## config.mk

```make
export PLATFORM = sky130hd
export DESIGN_NAME = output_controller_flat
export DESIGN_NICKNAME = d
export VERILOG_FILES = /design/src/rtl/output_controller_pkg.sv /design/src/rtl/output_controller_if.sv /design/src/rtl/output_controller_rr_arbiter.sv /design/src/rtl/output_controller.sv /design/src/flat_wrapper.sv
export SDC_FILE = /design/constraint.sdc
export NUM_CORES = 1
export LEC_CHECK = 0
export BUFFER_PORTS_ARGS = -buffer_cell sky130_fd_sc_hd__buf_2
export CELL_PAD_IN_SITES_DETAIL_PLACEMENT = 0
export CELL_PAD_IN_SITES_GLOBAL_PLACEMENT = 1
export CORE_AREA = 5 5 172 174
export CTS_BUF_LIST = sky130_fd_sc_hd__clkbuf_8
export CTS_CLUSTER_SIZE = 14
export DETAILED_ROUTE_END_ITERATION = 8
export DIE_AREA = 0 0 177 179
export PLACE_DENSITY_LB_ADDON = 0.1
export SLEW_MARGIN = 20
export SYNTH_ARGS = -nofsm -noshare
export SYNTH_HDL_FRONTEND = slang
export SYNTH_SLANG_ARGS = --single-unit
```

## constraint.sdc

```tcl
create_clock -name clk -period 3.4 [get_ports clk]
set_input_delay 0.51 -clock clk [delete_from_list [all_inputs] [get_ports clk]]
set_output_delay 0.51 -clock clk [all_outputs]
set_load 0.005 [all_outputs]
```

## src/rtl/output_controller_pkg.sv

```systemverilog
// Shared router definitions for the output-port arbiter/switch.
// Flit framing bits, FSM encoding and default port geometry.
package output_controller_pkg;

    localparam int DEFAULT_DATA_WIDTH = 70;
    localparam int DEFAULT_CHANNELS   = 5;

    localparam int BOP_BIT  = DEFAULT_DATA_WIDTH - 1;
    localparam int EOP_BIT  = DEFAULT_DATA_WIDTH - 2;
    localparam int LOCAL_CH = DEFAULT_CHANNELS - 1;

    typedef enum logic {
        ST_IDLE = 1'b0,
        ST_BUSY = 1'b1
    } state_t;

endpackage

```

## src/rtl/output_controller_if.sv

```systemverilog
// Request/data bundle between the input controllers, one output controller
// and the downstream output buffer. The slave modport is the output controller.
interface output_controller_if #(
    parameter int DATA_WIDTH      = 70,
    parameter int NUMBER_CHANNELS = 5
);
    logic [NUMBER_CHANNELS-1:0]            req;
    logic [NUMBER_CHANNELS-1:0]            rok;
    logic [NUMBER_CHANNELS*DATA_WIDTH-1:0] din;
    logic [NUMBER_CHANNELS-1:0]            rd;
    logic                                  wok;
    logic                                  wr;
    logic [DATA_WIDTH-1:0]                 dout;
    logic [NUMBER_CHANNELS-1:0]            gnt;
    logic                                  idle;

    modport master (
        output req, rok, din, wok,
        input  rd, wr, dout, gnt, idle
    );

    modport slave (
        input  req, rok, din, wok,
        output rd, wr, dout, gnt, idle
    );
endinterface

```

## src/rtl/output_controller_rr_arbiter.sv

```systemverilog
// Combinational rotating-priority pick: scans rr_ptr+1, rr_ptr+2, ... modulo N
// and returns the first requester as one-hot plus its index.
module rr_arbiter #(
    parameter int N  = 5,
    parameter int PW = (N > 1) ? $clog2(N) : 1
) (
    input  logic [N-1:0]  req,
    input  logic [PW-1:0] rr_ptr,
    output logic [N-1:0]  win,
    output logic [PW-1:0] win_idx,
    output logic          valid
);

    int            idx;
    logic [PW-1:0] sel;

    always_comb begin
        win     = '0;
        win_idx = '0;
        valid   = 1'b0;
        idx     = 0;
        sel     = '0;
        for (int k = 1; k <= N; k++) begin
            // rr_ptr never exceeds N-1, so one wrap subtraction is enough
            idx = int'(rr_ptr) + k;
            if (idx >= N) idx = idx - N;
            sel = PW'(idx);
            if (!valid && req[sel]) begin
                valid    = 1'b1;
                win[sel] = 1'b1;
                win_idx  = sel;
            end
        end
    end

endmodule

```

## src/rtl/output_controller.sv

```systemverilog
// Per-output-port arbiter/switch: grants one input round-robin, holds the grant
// for a whole packet and forwards its flits to the downstream buffer.
module output_controller
    import output_controller_pkg::*;
#(
    parameter int DATA_WIDTH      = DEFAULT_DATA_WIDTH,
    parameter int NUMBER_CHANNELS = DEFAULT_CHANNELS
) (
    input  logic                 clk,
    input  logic                 rst,
    output_controller_if.slave   bus,
    output state_t               dbg_state
);

    localparam int N       = NUMBER_CHANNELS;
    localparam int PW      = (N > 1) ? $clog2(N) : 1;
    localparam int EOP_POS = DATA_WIDTH - 2;

    state_t                state;
    logic [N-1:0]          gnt_q;
    logic [PW-1:0]         g_idx;
    logic [PW-1:0]         rr_ptr;
    logic                  idle_q;

    logic [N-1:0]          win;
    logic [PW-1:0]         win_idx;
    logic                  win_valid;
    logic [DATA_WIDTH-1:0] sel_flit;
    logic                  transfer;

    rr_arbiter #(.N(N), .PW(PW)) u_arb (
        .req     (bus.req),
        .rr_ptr  (rr_ptr),
        .win     (win),
        .win_idx (win_idx),
        .valid   (win_valid)
    );

    always_comb begin
        sel_flit = '0;
        for (int i = 0; i < N; i++) begin
            if (gnt_q[i]) sel_flit = bus.din[i*DATA_WIDTH +: DATA_WIDTH];
        end
    end

    // A flit moves when the granted input has one (rok) and downstream can take
    // it (wok); rd to the source and wr to the sink both fire in that same cycle.
    assign transfer  = (state == ST_BUSY) && (|(bus.rok & gnt_q)) && bus.wok;
    assign bus.wr    = transfer;
    assign bus.rd    = transfer ? gnt_q : '0;
    assign bus.dout  = (state == ST_BUSY) ? sel_flit : '0;
    assign bus.gnt   = gnt_q;
    assign bus.idle  = idle_q;
    assign dbg_state = state;

    always_ff @(posedge clk or negedge rst) begin
        if (!rst) begin
            state  <= ST_IDLE;
            gnt_q  <= '0;
            g_idx  <= '0;
            rr_ptr <= PW'(N - 1);
            idle_q <= 1'b1;
        end else begin
            case (state)
                ST_IDLE: begin
                    if (win_valid) begin
                        state  <= ST_BUSY;
                        gnt_q  <= win;
                        g_idx  <= win_idx;
                        idle_q <= 1'b0;
                    end
                end
                ST_BUSY: begin
                    // the winner drops to lowest priority for the next pick
                    if (transfer && sel_flit[EOP_POS]) begin
                        state  <= ST_IDLE;
                        gnt_q  <= '0;
                        rr_ptr <= g_idx;
                        idle_q <= 1'b1;
                    end
                end
                default: begin
                    state  <= ST_IDLE;
                    gnt_q  <= '0;
                    idle_q <= 1'b1;
                end
            endcase
        end
    end

endmodule

```

## src/flat_wrapper.sv

```systemverilog
// flat-port wrapper written by rule: the top's interface ports become plain ports
module output_controller_flat import output_controller_pkg::*;
#(
    parameter int DATA_WIDTH      = DEFAULT_DATA_WIDTH,
    parameter int NUMBER_CHANNELS = DEFAULT_CHANNELS
)
  (clk, rst, dbg_state, bus_req, bus_rok, bus_din, bus_wok, bus_rd, bus_wr, bus_dout, bus_gnt, bus_idle);
  output_controller_if #(.DATA_WIDTH(DATA_WIDTH), .NUMBER_CHANNELS(NUMBER_CHANNELS)) bus_i ();
  input  logic clk;
  input  logic rst;
  output state_t dbg_state;
  input wire logic [$bits(bus_i.req)-1:0] bus_req;
  input wire logic [$bits(bus_i.rok)-1:0] bus_rok;
  input wire logic [$bits(bus_i.din)-1:0] bus_din;
  input wire logic [$bits(bus_i.wok)-1:0] bus_wok;
  output wire logic [$bits(bus_i.rd)-1:0] bus_rd;
  output wire logic [$bits(bus_i.wr)-1:0] bus_wr;
  output wire logic [$bits(bus_i.dout)-1:0] bus_dout;
  output wire logic [$bits(bus_i.gnt)-1:0] bus_gnt;
  output wire logic [$bits(bus_i.idle)-1:0] bus_idle;
  assign bus_i.req = bus_req;
  assign bus_i.rok = bus_rok;
  assign bus_i.din = bus_din;
  assign bus_i.wok = bus_wok;
  assign bus_rd = bus_i.rd;
  assign bus_wr = bus_i.wr;
  assign bus_dout = bus_i.dout;
  assign bus_gnt = bus_i.gnt;
  assign bus_idle = bus_i.idle;
  output_controller #(.DATA_WIDTH(DATA_WIDTH), .NUMBER_CHANNELS(NUMBER_CHANNELS)) u_core (.clk(clk), .rst(rst), .bus(bus_i), .dbg_state(dbg_state));
endmodule
```

Yosys cells after proc, flatten, opt, wreduce, memory -nomap -nowiden
Index checks and enable logic that the tools add are counted.
- add/sub/neg operators: 10
- order comparisons: 15
- eq/ne operators: 2
- multiplexer cells: 56
- bitwise operators: 6
- reductions and logical operators: 20
- operators by type and width (cell ; number):
    $mux 70 ; 6
    $mux 5 ; 8
    $mux 3 ; 10
    $ge 4x3->1 const B ; 5
    $lt 3x4->1 const B ; 5
    $or 5x5->5 ; 4
    $mux 1 ; 19
    $bmux 1 s3 ; 5
    $demux 1 s3 ; 5
    $ge 3x1->1 const B ; 5
    $sub 3x3->3 const B ; 5
    $logic_and 1x1->1 ; 12
    $pmux 5 s2 ; 1
    $add 3x2->4 const B ; 2
    $add 3x3->4 const B ; 2
    $reduce_and 2->1 ; 3
    $and 5x5->5 ; 1
    $reduce_or 5->1 ; 1
    $add 3x1->4 const B ; 1
    $logic_not 1->1 ; 4
    $ne 2x2->1 const B ; 2
    $pmux 1 s2 ; 2
    $not 1->1 ; 1
- flip-flop bits (word level): 13
- input port bits: 363
- output and inout port bits: 83
- logic and storage cells: 114

Depth between registers and ports, before layout
Gate-level depths: netlist (run 1).
- depth after elaboration: 20
- depth in mapped cells: 15
- depth with buffers taken out: 13

Modules after synthesis
Synthesis (run 1) repeated with hierarchy kept, for this count alone.
- cell total of the unflattened synthesis: 738
- area total of the unflattened synthesis: 4747.1 um^2
- by module, submodules not included (module ; times used ; cells an instance ; area an instance (um^2) ; seq. area each (um^2)):
    output_controller ; 1 ; 553 ; 3443.3 ; 327.8
    rr_arbiter ; 1 ; 185 ; 1303.8 ; 0.0

Worst setup path after synthesis (run 1)
OpenSTA, ideal clock, no wires.
- path type: register to register
- from: reg u_core.rr_ptr[0]
- to: reg u_core.gnt_q[4], in the netlist u_core.bus.gnt[4]
- library setup time: 0.120 ns
- arrival time: 3.357 ns
- required time: 3.280 ns
- setup slack: -0.077 ns
- stages on the path, launching flop included: 15
- path buffers: 1
- period minus slack after synthesis: 3.477 ns
- cell sequence: dfrtp_1 buf_4 inv_2 ha_1 inv_1 fa_1 o21ba_2 o21a_1 o32a_1 a21o_1 a211oi_2 or3b_1 nor2_1 nor3_2 a31o_2
- word-level cells in the longest chain between the ends: 20
- elaborated cells between the ends (all ways): 81
- classes of those cells: add/sub: 10; order compare: 15; eq/ne: 1; mux: 37; bitwise: 4; reduce/logical: 14
- RTL lines (element ; line ; source):
    start: declaration ; output_controller.sv:22 ; logic [PW-1:0] rr_ptr;
    start signal: assignment ; output_controller.sv:61 ; rr_ptr <= PW'(N - 1);
    start signal: assignment ; output_controller.sv:78 ; rr_ptr <= g_idx;
    parallel branches: the longest is 20 deep, another holds $add 3x1->4 ; -- ;
    end signal: assignment ; output_controller.sv:68 ; gnt_q <= win;
    end: declaration ; output_controller.sv:20 ; logic [N-1:0] gnt_q;
Parallel ways; which one is timed is not known. The select of a mux whose other input is x is not followed.
A chain may end at the register's enable or synchronous reset.

Worst setup path after layout (run 1)
- from: reg u_core.rr_ptr[1]
- to: reg u_core.gnt_q[1], in the netlist u_core.bus.gnt[1]
The elaborated chain is that of the path after synthesis.

==> results of run 1 <==
-- registers in the layout, summed over array words and instances (netlist names) --
signal / cells
u_core.rr_ptr: 3
u_core.bus.idle: 1
u_core.bus.gnt: 5
u_core.g_idx: 3
u_core.dbg_state: 1
-- per-stage QoR --
step | hold WS, ps | util | total power, W | worst slack [ps] | instances
after CTS | 161.0 | 0.2847 | 0.0005708 | 19.41 | 1674
after global placement | 444.9 | 0.2828 | 0.0004144 | 67.08 | 1669
after floorplan | 214.4 | - | 0.0001921 | 19.97 | 889
final | 151.0 | 0.2881 | 0.0005736 | 82.16 | 1682
after detailed placement | 443.9 | 0.2828 | 0.0004174 | 13.24 | 1669
after global routing | 181.5 | 0.2881 | 0.0006049 | -34.53 | 1682
-- power breakdown --
| group | switching [W] | internal [W] | total [W] |
|---|---|---|---|
| clock network | 0.0000716 | 0.0000801 | 0.000152 |
| registers | 0 | 0.000155 | 0.000155 |
| logic | 0.0000982 | 0.000169 | 0.000267 |
-- cell type report --
class	count	area [µm²]
Multi-Input combinational cell	780	4419
Antenna cell	6	15.01
Fill cell	3306	19670
Clock buffer	3	41.29
Timing Repair Buffer	490	2619
Clock inverter	1	3.754
Tap cell	378	473.0
Sequential cell	13	344.1
Inverter	11	43.79
-- worst paths after layout --
kind,slack (ps),cells past startpoint,endpoint
hold / removal,150,1,u_core.rr_ptr[0]
max in group asynchronous,2940,1,u_core.bus.gnt[3]
setup reg to reg,80,11,u_core.bus.gnt[1]
hold reg to reg,470,2,u_core.bus.idle
setup / recovery,80,11,u_core.bus.gnt[1]
min in group clk,470,2,u_core.bus.idle
-- layer usage --
layer | vias up | track usage
li1 | 3986 | -
met1 | 3416 | 0.2336
met2 | 287 | 0.3477
met3 | 26 | 0.03416
met4 | 4 | 0.04513
met5 | - | 0
-- kinds of logic (layout without fill, tap and decap cells) --
| group | count (synthesis) | count (layout) | share of synthesized area |
|---|---|---|---|
| flops | 13 | 13 | 0.06461 |
| xor+xnor | 3 | 3 | 0.005180 |
| other cells | 0 | 6 | 0 |
| mux | 8 | 8 | 0.01751 |
| fa+ha+maj | 11 | 11 | 0.02861 |
| buf+inv | 96 | 505 | 0.07891 |
| compound gates | 374 | 374 | 0.4471 |
| simple gates | 384 | 384 | 0.3581 |
-- cell usage after synthesis (2+ instances only) --
cell,n,area (µm²)
a211oi_1,5,37.54
dfstp_2,2,52.55
nand2b_1,9,56.30
ha_1,10,125.1
o221ai_1,2,17.52
o211a_1,2,20.02
nor2b_1,5,31.28
and2_1,79,494.2
nand4b_1,2,17.52
or3_1,2,12.51
xnor2_1,2,17.52
buf_1,6,22.52
buf_6,3,33.78
inv_1,10,37.54
nor3b_1,2,15.01
a31oi_1,3,18.77
a22o_1,2,17.52
nand2_1,94,352.8
and3_1,2,12.51
or2_2,2,12.51
nor2_1,152,570.6
mux2_2,3,33.78
a222oi_1,2,20.02
clkbuf_1,66,247.7
o21ai_0,87,435.4
buf_4,2,15.01
o31ai_1,3,22.52
nor3_1,8,40.04
dfrtp_1,11,275.3
buf_2,7,35.03
nand3b_1,4,30.03
nand3_1,11,55.05
a22oi_1,72,540.5
and2b_4,2,20.02
a21o_1,6,45.04
a21oi_1,162,810.8
mux2i_1,4,40.04
o211ai_1,3,22.52
o2bb2ai_1,3,26.28
-- what timing repair did --
action,CTS,global route
setup endpoints to repair,1,10
buffers inserted,1,2
resized for setup,0,14
pin swaps,1,3
==> impl_metrics.tcl, run 1 <==
set metrics [dict create \
    maxCapViolCount 0 \
    maxUsedRoutingLayer "met5" \
    cts_tree "yes" \
    drcViolationCount 0 \
    post-route-min-period_ps 3318 \
    slew_viol_final 0 \
    setup_viol 0 \
    reg2reg_from "u_core.rr_ptr[1]" \
    rows 61 \
    antenna_found_initial 9 \
    fin_nets 1673 \
    cts_hold_buf 0 \
    start_util 0.1836 \
    tightest_slew_ps 759.0 \
    worstPathCellList "ha_4 > inv_2 > fa_2 > o21ba_4 > o21a_1 > o32a_1 > a21o_1 > a211oi_4 > or3b_4 > o41a_1 > a21oi_1" \
    cp.required_ps 3580 \
    wl_met2_um 17040 \
    vias 7719 \
    hold_path_class "in2async" \
    slew_headroom 0.4940 \
    place.gp.congestion 0.8209 \
    synth_cell_type_count 76 \
    cts_buffer_depth 2 \
    final_common_cell "buf_2" \
    cts_made_buffers 3 \
    synth_edf_count 0 \
    dr.pass1.iters 5 \
    grt_pass1_wl_um 47000 \
    crit_buf_inv 1 \
    cts_sinks 13 \
    wl_met1_um 13480 \
    drt_iter0_markers 420 \
    synth-async-reset-ratio 1.000 \
    clk-insertion-delay-late_ps 260 \
    syn_area_um2 5074 \
    h-tree-depth 1 \
    leakage_nw 3.995 \
    cts.clk_slew.worst_paths_ps 80 \
    tns_ps 0 \
    die-area_um2 31680 \
    drive_gt1_frac 0.4129 \
    die_x_um 177 \
    routed_wl_um 33350 \
    crit_family "compound AO/OA/AOI/OAI gates" \
    core_area_um2 27630 \
    design_area_um2 7959 \
    wl_per_cell_um 19.83 \
    synth.ff_latch_count 13 \
    finClkSkew_ps 13.52 \
    track_usage 0.1910 \
    port_buffers 445 \
    hold_viol 0 \
    post-route-period-util 0.9758 \
    synthCells 889 \
    slowest_stage "fa_2" \
    syn2layout_area_growth_pct 56.87 \
    place_area_um2 7814 \
    root_buffer "clkbuf_8" \
    ant_nets 0 \
    synth_nets 1263 \
    ios 446 \
    worstPathMaxFanout 4 \
    ys_warn_count 0 \
    status "complete, no violations" \
    wl_met3_um 2284 \
    rsz0062_at_grt "true" \
    crit_start "u_core.rr_ptr[1]" \
    synth_seq_area_share 0.06461 \
    powerDensity_nw_per_um2 72.07 \
    detailed_place_hpwl_um 27450 \
    postSynthAreaPerCell_um2 5.707 \
    die_h_um 179 \
    grt_max_degree 75 \
    fmax_ghz 0.3014 \
    slowest_delay_ps 530 \
    cp-start-kind "flop" \
    irDropWorstVdd_mv 0.08820 \
    critical_path_class "reg2reg" \
    gr-total-overflow 0 \
    vias_per_cell 4.589 \
    crit_arrival_ps 3500 \
    synth_ff_type "dfrtp_1" \
    critPathCaptureType "flop" \
    final_cell_mix "445 x buf_2, 160 x a21oi_1, 151 x nor2_1" \
    grt_pass1_vias 7522 \
]
(Power assumes the default switching activity.)
==> run 2: changes to the inputs <==
--- a/config.mk
+++ b/config.mk
@@ -8,13 +8,14 @@
 export BUFFER_PORTS_ARGS = -buffer_cell sky130_fd_sc_hd__buf_2
 export CELL_PAD_IN_SITES_DETAIL_PLACEMENT = 0
 export CELL_PAD_IN_SITES_GLOBAL_PLACEMENT = 1
-export CORE_AREA = 5 5 172 174
+export CORE_AREA = 5 5 171 173
 export CTS_BUF_LIST = sky130_fd_sc_hd__clkbuf_8
 export CTS_CLUSTER_SIZE = 14
 export DETAILED_ROUTE_END_ITERATION = 8
-export DIE_AREA = 0 0 177 179
+export DIE_AREA = 0 0 176 178
 export PLACE_DENSITY_LB_ADDON = 0.1
 export SLEW_MARGIN = 20
 export SYNTH_ARGS = -nofsm -noshare
 export SYNTH_HDL_FRONTEND = slang
+export SYNTH_HIERARCHICAL = 1
 export SYNTH_SLANG_ARGS = --single-unit
==> run 2 against run 1 <==
  * Synthesized cell count fell by 17%
  * Sequential cell count did not move
  * Routed wire length fell by 0.74%
  * Synthesized area fell by 6.4%
  * Register-to-register slack improved by 100 ps
  * Cell area fell by 5.1%
  * First-iteration DRC count fell by 5.0%
  * Clock power fell by 13%
  * Cell count fell by 10%
  * Critical path depth rose by 2
  * Via count fell by 5.4%
==> impl_metrics.tcl, run 2 <==
set metrics [dict create \
    track_usage 0.1913 \
    detailed_place_hpwl_um 26860 \
    cts_hold_buf 0 \
    synth_mux_area_frac 0.03453 \
    layoutNonFillerInstCount 1510 \
    synth-xor-area-share 0.007116 \
    ys_warn_count 6 \
    cts.clk_slew.worst_paths_ps 60 \
    slew_headroom 0.5384 \
    placed_cells 1498 \
    synth_most_common_cell "a21oi_1" \
    synthTopCellsByArea "a21oi_1 16%, a211o_1 13%, a221oi_1 13%" \
    dr.pass1.iters 7 \
    synth_simple_gate_area_frac 0.1389 \
    cp.required_ps 3550 \
    crit_arrival_ps 3370 \
    synth_common_cells "151 x a21oi_1, 83 x inv_1, 77 x o21ai_0, 71 x a211o_1, 71 x a221oi_1" \
    critPathCaptureType "flop" \
    grt_max_degree 60 \
    synth_top_family_by_area "compound AO/OA/AOI/OAI gates" \
    antenna_found_initial 9 \
    vias 7304 \
    hold_viol 0 \
    vias_per_cell 4.837 \
    register_area_um2 339.1 \
    crit_buf_inv 3 \
    synth_top_area_frac 0.1592 \
    syn2layout_area_growth_pct 59.15 \
    largest_reg_flops 5 \
    status "complete, no violations" \
    hold_path_class "in2async" \
    drcViolationCount 0 \
    post-route-period-util 0.9451 \
    cts_tree "yes" \
    drive_gt1_frac 0.4629 \
    tightest_slew_ps 692.3 \
    synth_seq_area_share 0.06906 \
    slew_viol_final 0 \
    start_util 0.1728 \
    synth_nets 1112 \
    wl_per_cell_um 21.92 \
    synth_ff_type "dfrtp_1" \
    path_common_cell "buf_4" \
    crit_family "simple AND/OR/NAND/NOR gates" \
    clk-insertion-delay-late_ps 240 \
    powerDensity_nw_per_um2 928.1 \
    worstPathCellList "buf_4 > buf_4 > fa_1 > buf_4 > nor2_2 > o32ai_2 > a211oi_4 > nand3b_4 > or3b_4 > or3_1 > o211ai_1 > nand2_1 > o21ai_0" \
    slowest_stage "fa_1" \
    postLayoutCoreUtil 0.2750 \
    finClkSkew_ps 3.590 \
    synth-async-reset-ratio 1.000 \
    core_area_um2 27480 \
    cp-start-kind "flop" \
    place_area_um2 7452 \
    multi_input_area_um2 3766 \
    grt_pass1_wl_um 46330 \
    die-area_um2 31330 \
    routed_wl_um 33110 \
    ios 446 \
    gr-total-overflow 0 \
    fill_cells 3191 \
    rows 61 \
    synth-compound-area-share 0.5749 \
    setup_viol 0 \
    synthCells 738 \
    synth.ff_latch_count 13 \
    ant_nets 0 \
    place.gp.congestion 0.8569 \
    port_buffers 445 \
    p_total_w 0.007011 \
    cts_sinks 13 \
    root_buffer "clkbuf_8" \
    slowest_delay_ps 440 \
    fmax_ghz 0.3112 \
    irDropWorstVdd_mv 0.3331 \
    synthAdderAreaFrac 0.03057 \
    design_area_um2 7555 \
    h-tree-depth 1 \
    synth_edf_count 0 \
    fin_nets 1533 \
    drt_iter0_markers 399 \
    syn_area_um2 4747 \
    leakage_nw 3.862 \
    die_h_um 178 \
    final_cell_mix "445 x buf_2, 150 x a21oi_1, 83 x inv_1" \
    die_x_um 176 \
    final_common_cell "buf_2" \
    post-route-min-period_ps 3213 \
    worstPathMaxFanout 6 \
    cts_buffer_depth 2 \
    yosysTopAreaCell "a21oi_1" \
    tns_ps 0 \
    grt_pass1_vias 7135 \
    synth_cell_type_count 62 \
    critical_path_class "reg2reg" \
    cts_made_buffers 3 \
    postSynthAreaPerCell_um2 6.432 \
    maxCapViolCount 0 \
]
[run 2: cell types whose count changed after synthesis, sizes merged, moves of 68 or more]
cell and delta:
a211o +71, a221oi +70, a22oi -68, and2 -70, inv +74, nor2 -134
[run 2: logic make-up (layout without fill, tap and decap cells)]
| family | Yosys count | after routing |
|---|---|---|
| DFF | 13 | 13 |
| other | 0 | 6 |
| muxes | 14 | 14 |
| adders and majority gates | 11 | 11 |
| AOI/OAI and AO/OA | 410 | 410 |
| xor gates and xnor gates | 3 | 3 |
| and+or+nand+nor | 120 | 120 |
| buffers and inverters | 167 | 587 |
[run 2: power by group]
group          internal (W)  switching, W
logic               0.00299       0.00343
clock network     0.0000796     0.0000531
registers          0.000228      0.000231
total               0.00329       0.00372
[run 2: area by class of cell]
| cell class | count | area share |
|---|---|---|
| multi-input cells | 558 | 0.4985 |
| repair buffers | 498 | 0.3491 |
| well taps | 346 | 0.05730 |
| flip-flops and latches | 13 | 0.04488 |
| inverters | 85 | 0.04223 |
| clock buffers | 3 | 0.005465 |
| diodes | 6 | 0.001987 |
| clock inverters | 1 | 0.0004969 |
[run 2: worst paths after layout]
| check | start | end | slack [ps] | cells after the start |
|---|---|---|---|---|
| max in group asynchronous | rst | u_core/bus.idle | 2970 | 1 |
| max | u_core/rr_ptr[1] | u_core/bus.gnt[1] | 190 | 13 |
| max reg2reg | u_core/rr_ptr[1] | u_core/bus.gnt[1] | 190 | 13 |
| min in group clk | u_core/bus.idle | u_core/bus.idle | 470 | 2 |
| min reg2reg | u_core/bus.idle | u_core/bus.idle | 470 | 2 |
| min | rst | u_core/rr_ptr[0] | 150 | 1 |
[run 2: per-stage QoR]
stage | worst slack, ps | hold slack, ps
after floorplan | 26.55 | 214.4
after global placement | -22.11 | 419.0
after detailed placement | -9.457 | 419.6
after CTS | 104.0 | 157.1
after global routing | -4.060 | 172.4
final | 186.8 | 149.4
[run 2: timing repair]
action / CTS / global route
resized for setup: 1 / 6
pin swaps: 0 / 2
setup buffers: 0 / 2
setup endpoints to repair: 1 / 7
hold endpoints to repair: 0 / 0
[run 2: per-layer routing]
layer  routed length, µm  part of all wire  global-route usage  up-vias
met5                  11           0.00033                   0        -
li1                    -                 -                   -     3641
met3                2430             0.073             0.04048       20
met4                 458             0.014             0.04061        2
met1               13600              0.41              0.2401     3343
met2               16600              0.50              0.3387      298
